--- src/rtl/hex_score_display.sv ---
// hex_score_display: binary-to-BCD (sequential double-dabble) driver for a bank
// of active-low 7-segment HEX displays. One conversion step per clock; the
// display and overflow flag change only at commit, never mid-conversion.
// Optional feature macro: HEX_SCORE_LEADING_BLANK_EN (blank leading zero digits).
module hex_score_display #(
    parameter int WIDTH  = 10,
    parameter int DIGITS = 3
) (
    input  logic                  clk,
    input  logic                  reset,
    input  logic                  start,
    input  logic [WIDTH-1:0]      value,
    output logic                  busy,
    output logic                  done,
    output logic                  overflow,
    output logic [7*DIGITS-1:0]   hex_out
);

    localparam int BW = 4 * DIGITS;
    localparam int CW = $clog2(WIDTH + 1);

    localparam logic [6:0] SEG_DASH  = 7'b0111111;
    localparam logic [6:0] SEG_BLANK = 7'b1111111;
    localparam logic [6:0] SEG_ZERO  = 7'b1000000;

    // Largest value that fits in DIGITS decimal digits.
    function automatic logic [31:0] pow10(input int n);
        logic [31:0] r;
        r = 32'd1;
        for (int i = 0; i < n; i++) begin
            r = r * 32'd10;
        end
        return r;
    endfunction

    localparam logic [31:0] MAX_VAL = pow10(DIGITS) - 32'd1;

    // Active-low segment pattern (g..a) for one BCD digit.
    function automatic logic [6:0] seg7(input logic [3:0] n);
        logic [6:0] s;
        case (n)
            4'd0:    s = 7'b1000000;
            4'd1:    s = 7'b1111001;
            4'd2:    s = 7'b0100100;
            4'd3:    s = 7'b0110000;
            4'd4:    s = 7'b0011001;
            4'd5:    s = 7'b0010010;
            4'd6:    s = 7'b0000010;
            4'd7:    s = 7'b1111000;
            4'd8:    s = 7'b0000000;
            4'd9:    s = 7'b0011000;
            default: s = 7'b1000000;
        endcase
        return s;
    endfunction

    // Pattern shown after reset: "0" in digit 0; upper digits blank or "0".
    function automatic logic [7*DIGITS-1:0] reset_pattern();
        logic [7*DIGITS-1:0] p;
        for (int k = 0; k < DIGITS; k++) begin
`ifdef HEX_SCORE_LEADING_BLANK_EN
            p[7*k +: 7] = (k == 0) ? SEG_ZERO : SEG_BLANK;
`else
            p[7*k +: 7] = SEG_ZERO;
`endif
        end
        return p;
    endfunction

    localparam logic [7*DIGITS-1:0] HEX_RESET = reset_pattern();
    localparam logic [7*DIGITS-1:0] HEX_DASH  = {DIGITS{SEG_DASH}};

    typedef enum logic [1:0] {
        S_IDLE   = 2'd0,
        S_SHIFT  = 2'd1,
        S_COMMIT = 2'd2
    } state_t;

    state_t               state_q, state_d;
    logic [WIDTH-1:0]     bin_q, bin_d;
    logic [BW-1:0]        bcd_q, bcd_d;
    logic [CW-1:0]        count_q, count_d;
    logic                 ovf_pend_q, ovf_pend_d;
    logic [7*DIGITS-1:0]  hex_q, hex_d;
    logic                 ovf_q, ovf_d;

    logic                 last_step;
    logic [BW-1:0]        bcd_adj;
    logic [BW+WIDTH-1:0]  step_shift;
    logic [BW-1:0]        bcd_step;
    logic [WIDTH-1:0]     bin_step;
    logic [7*DIGITS-1:0]  disp_val;

    assign last_step = (count_q == CW'(WIDTH - 1));

    // Add-3 correction on every nibble that is 5 or more, ahead of the shift.
    generate
        for (genvar gi = 0; gi < DIGITS; gi++) begin : g_adj
            assign bcd_adj[4*gi +: 4] = (bcd_q[4*gi +: 4] >= 4'd5) ?
                                        (bcd_q[4*gi +: 4] + 4'd3) : bcd_q[4*gi +: 4];
        end
    endgenerate

    // Shift the combined {bcd, bin} left; anything leaving the top nibble is lost.
    assign step_shift = {bcd_adj, bin_q} << 1;
    assign bcd_step   = step_shift[BW+WIDTH-1:WIDTH];
    assign bin_step   = step_shift[WIDTH-1:0];

    // Display image built from the result of the final step, so it can be
    // registered on the same edge that enters COMMIT.
    generate
        for (genvar gi = 0; gi < DIGITS; gi++) begin : g_disp
`ifdef HEX_SCORE_LEADING_BLANK_EN
            if (gi == 0) begin : g_lsd
                assign disp_val[6:0] = seg7(bcd_step[3:0]);
            end else begin : g_upper
                assign disp_val[7*gi +: 7] = (bcd_step[BW-1:4*gi] == '0) ?
                                             SEG_BLANK : seg7(bcd_step[4*gi +: 4]);
            end
`else
            assign disp_val[7*gi +: 7] = seg7(bcd_step[4*gi +: 4]);
`endif
        end
    endgenerate

    // State register.
    always_ff @(posedge clk) begin
        if (reset) begin
            state_q <= S_IDLE;
        end else begin
            state_q <= state_d;
        end
    end

    // Next-state logic.
    always_comb begin
        state_d = state_q;
        case (state_q)
            S_IDLE:   if (start) state_d = S_SHIFT;
            S_SHIFT:  if (last_step) state_d = S_COMMIT;
            S_COMMIT: state_d = S_IDLE;
            default:  state_d = S_IDLE;
        endcase
    end

    // Datapath next-state: load on accept, step while shifting, publish on last step.
    always_comb begin
        bin_d      = bin_q;
        bcd_d      = bcd_q;
        count_d    = count_q;
        ovf_pend_d = ovf_pend_q;
        hex_d      = hex_q;
        ovf_d      = ovf_q;
        case (state_q)
            S_IDLE: begin
                if (start) begin
                    bin_d      = value;
                    bcd_d      = '0;
                    count_d    = '0;
                    ovf_pend_d = (32'(value) > MAX_VAL);
                end
            end
            S_SHIFT: begin
                bin_d   = bin_step;
                bcd_d   = bcd_step;
                count_d = count_q + CW'(1);
                if (last_step) begin
                    hex_d = ovf_pend_q ? HEX_DASH : disp_val;
                    ovf_d = ovf_pend_q;
                end
            end
            default: ;
        endcase
    end

    // Datapath registers.
    always_ff @(posedge clk) begin
        if (reset) begin
            bin_q      <= '0;
            bcd_q      <= '0;
            count_q    <= '0;
            ovf_pend_q <= 1'b0;
            hex_q      <= HEX_RESET;
            ovf_q      <= 1'b0;
        end else begin
            bin_q      <= bin_d;
            bcd_q      <= bcd_d;
            count_q    <= count_d;
            ovf_pend_q <= ovf_pend_d;
            hex_q      <= hex_d;
            ovf_q      <= ovf_d;
        end
    end

    // Outputs: status decoded from state, display straight from registers.
    always_comb begin
        busy     = (state_q == S_SHIFT);
        done     = (state_q == S_COMMIT);
        hex_out  = hex_q;
        overflow = ovf_q;
    end

endmodule

--- config.mk ---
export PLATFORM = sky130hd
export DESIGN_NAME = hex_score_display
export DESIGN_NICKNAME = d
export VERILOG_FILES = /design/src/rtl/hex_score_display.sv
export SDC_FILE = /design/constraint.sdc
export NUM_CORES = 1
export LEC_CHECK = 0
export CORE_ASPECT_RATIO = 1.4
export CORE_UTILIZATION = 55
export CTS_CLUSTER_SIZE = 16
export DETAILED_ROUTE_END_ITERATION = 7
export PLACE_DENSITY = 0.81
export SYNTH_ARGS = -nofsm -noshare
export SYNTH_HDL_FRONTEND = slang
export SYNTH_SLANG_ARGS = --single-unit
--- constraint.sdc ---
create_clock -name clk -period 2.7 [get_ports clk]
set_input_delay 0.405 -clock clk [delete_from_list [all_inputs] [get_ports clk]]
set_output_delay 0.405 -clock clk [all_outputs]
set_load 0.02 [all_outputs]
==> impl_metrics.env <==
export IMPL_status="finished, final reports clean"
export IMPL_synth_cell_types=41
export IMPL_worstHoldEndpoint="overflow"
export IMPL_cts_tree="yes"
export IMPL_ys_warn_count=0
export IMPL_top_usage_layer="met2"
export IMPL_n_antenna_cell=0
export IMPL_preCtsSetupSlack_ns=0.318
export IMPL_die_area_sq_um=5180
export IMPL_cp_required_ns=2.90
export IMPL_grt_first_pass_wirelength_um=9580
export IMPL_cp_slowest_cell="a21oi_1"
export IMPL_crit_arrival_ns=2.63
export IMPL_drtIter0Drc=113
export IMPL_startpoint_type="flop"
export IMPL_rsz0062_at_grt="no"
export IMPL_holdWs_ns=0.469
export IMPL_synth_largest_area_cell="dfxtp_1"
export IMPL_ant_nets=0
export IMPL_num_rows=29
export IMPL_numCtsBuffers=5
export IMPL_antenna_found_initial=0
export IMPL_firstDrtPassIters=4
export IMPL_cts_path_max_buffers=2
export IMPL_core_area_sq_um=4610
export IMPL_synth_fp_nets=369
export IMPL_drt_vias_per_instance=5.55
export IMPL_cts_resized=0
export IMPL_finalPower_mw=1.46
export IMPL_crit_chain="inv_1 > ha_1 > nand2b_1 > nor3b_1 > a21oi_1 > inv_1 > ha_1 > nor3_1 > a21oi_1 > a221o_1"
export IMPL_die_w_um=61.1
export IMPL_instances_no_fill=431
export IMPL_worstHoldPathType="flop to flop"
export IMPL_num_vias=2390
export IMPL_syn_to_final_growth_pct=19.1
export IMPL_synth_xor_area_share_pct=1.91
export IMPL_final_setup_viol_count=0
export IMPL_fmaxAchievable_mhz=412
export IMPL_p_leak_nw=1.24
export IMPL_yosysTopAreaCellShare_pct=37.9
export IMPL_grt_max_degree=37
export IMPL_synth_top_family_by_area="simple AND/OR/NAND/NOR gates"
export IMPL_postSynthAreaPerCell_sq_um=7.96
export IMPL_r2r_start="bcd_q[5]"
export IMPL_synth_area_leaders="dfxtp_1, nor2_1, ha_1"
export IMPL_hold_violations=0
export IMPL_slew_headroom_pct=57.5
export IMPL_use_met1_pct=27.9
export IMPL_dp_cells=423
export IMPL_wl_per_cell_um=12.8
export IMPL_end_kind="flop"
export IMPL_reg2regPathDepth=10
export IMPL_crit_type="flop to flop"
export IMPL_port_buffer_count=36
export IMPL_synthSimpleGateAreaFrac_pct=26.3
export IMPL_syn_area_sq_um=2690
export IMPL_ys_seq_elements=51
export IMPL_gp_congestion=0.871
export IMPL_root_buffer="clkbuf_8"
export IMPL_drc=0
export IMPL_r2r_end="hex_out[20]"
export IMPL_path_clk_slew_ns=0.09
export IMPL_clkSinkCount=51
export IMPL_first_global_vias=2256
export IMPL_min_path_cells=2
export IMPL_boundaryPins=37
export IMPL_cts_hold_buf=0
export IMPL_clk_insertion_delay_late_ns=0.31
export IMPL_crit_fanout=6
export IMPL_fin_util_pct=69.5
export IMPL_synth_adder_area_share_pct=8.74
export IMPL_period_share_pct=89.9
export IMPL_ys_seq_area_share_pct=37.9
export IMPL_start_util_pct=58.4
export IMPL_maxSlewViolCount=0
export IMPL_fin_nets=399
export IMPL_grt_use_total_pct=23.9
export IMPL_placed_cell_area_sq_um=3090
export IMPL_synth_compound_area_share_pct=15.0
export IMPL_htree_levels=2
export IMPL_dp_hpwl_um=4040
export IMPL_wl_um=5520
export IMPL_clock_skew_ns=0.00620
export IMPL_period_needed_ns=2.43
export IMPL_rrSetupSlack_ns=0.27
export IMPL_ir_worst_vdd_mv=0.333
export IMPL_post_cts_buffers=0
export IMPL_drv_cap=0
export IMPL_tightestPinTransition_ns=0.620
export IMPL_final_common_cell="nor2_1"
export IMPL_syn_inst=338
export IMPL_setup_tns_ns=0
export IMPL_fin_area_sq_um=3200
export IMPL_critPathMaxStageDelay_ns=0.39
export IMPL_worst_slack_ns=0.272
export IMPL_muxShareOfSynthArea_pct=4.51
export IMPL_worstHoldStart="overflow"
export IMPL_layout_drive_gt1_share_pct=7.86
export IMPL_globalRouteOverflowTotal=0
export IMPL_final_cell_mix="nor2_1, dfxtp_1, clkdlybuf4s50_1"
export IMPL_grt_use_met3_pct=4.47
export IMPL_dieHeight_um=84.8
export IMPL_use_met2_pct=40.8
export IMPL_power_per_cell_area_nw_per_um2=456
## cells by family (layout without fill, tap and decap cells)
logic type	count (synthesis)	after routing
flip-flops	51	51
XOR/XNOR	5	5
adder cells (fa/ha/maj)	19	19
AND/OR/NAND/NOR	154	154
AO/OA/AOI/OAI	62	62
multiplexers	11	11
buffers and inverters	36	67
## Yosys cell counts
cell and instances:
or3_1 5, o21ai_0 9, a2bb2oi_1 2, nor4_1 11
a21oi_1 23, dfxtp_1 51, nand2b_2 1, buf_2 1
clkbuf_1 13, nand2_1 25, a311oi_2 1, a21oi_2 2
buf_6 2, or2_2 2, nand3b_1 1, o21ai_1 2
and2_1 2, xnor2_2 1, a41oi_1 1, buf_1 3
nand2b_1 4, nor2_1 63, nor2b_1 3, a311oi_1 1
mux2_4 1, nand4_1 3, nor2_2 1, a221o_1 3
o21a_1 5, nor3b_1 1, mux2_2 5, mux2i_1 5
nand3_1 14, a21oi_4 1, nor3_1 18, a211oi_1 5
ha_1 18, inv_1 17, a31oi_1 7, maj3_1 1
xnor2_1 4
## how the worst max path moves through the flow
stage / startpoint / endpoint / slack (ns)
6_report: bcd_q[5] / hex_out[20] / 0.27
5_1_grt: bcd_q[5] / hex_out[20] / 0.14
4_1_cts: bcd_q[5] / hex_out[20] / 0.28
3_5_place_dp: bcd_q[5] / hex_out[20] / 0.32
3_3_place_gp: bcd_q[5] / hex_out[20] / 0.44
2_1_floorplan: bcd_q[1] / hex_out[8] / 0.53
## critical path, delay by kind of cell, from the launching register on
family	cells	cell delay, ns
fa+ha+maj	2	0.43
flops	1	0.35
buf+inv	2	0.26
compound gates	3	0.78
simple gates	3	0.48
## area by class of cell
class | instances | area [sq um]
Tap cell | 62 | 77.6
Multi-Input combinational cell | 251 | 1520
Clock inverter | 2 | 35.0
Inverter | 17 | 63.8
Clock buffer | 6 | 82.6
Sequential cell | 51 | 1020
Timing Repair Buffer | 42 | 405
Fill cell | 393 | 1400
## per-layer routing
layer | wire length (um) | part of all wire (%)
met1 | 2380 | 43
met2 | 2850 | 52
met3 | 186 | 3.4
met4 | 97 | 1.8
met5 | 0 | 0
## registers in the layout, indices dropped and copies added (netlist names)
signal	cells
bcd_q	12
bin_q	10
count_q	4
hex_out	21
overflow	1
ovf_pend_q	1
state_q	2
## where the power goes
group / leakage [nW] / total [mW] / switching [mW] / internal, mW
combinational: 0.768 / 0.126 / 0.0746 / 0.0512
sequential: 0.414 / 0.784 / 0.0136 / 0.770
clock: 0.0612 / 0.551 / 0.251 / 0.300
(Power assumes the default switching activity.)
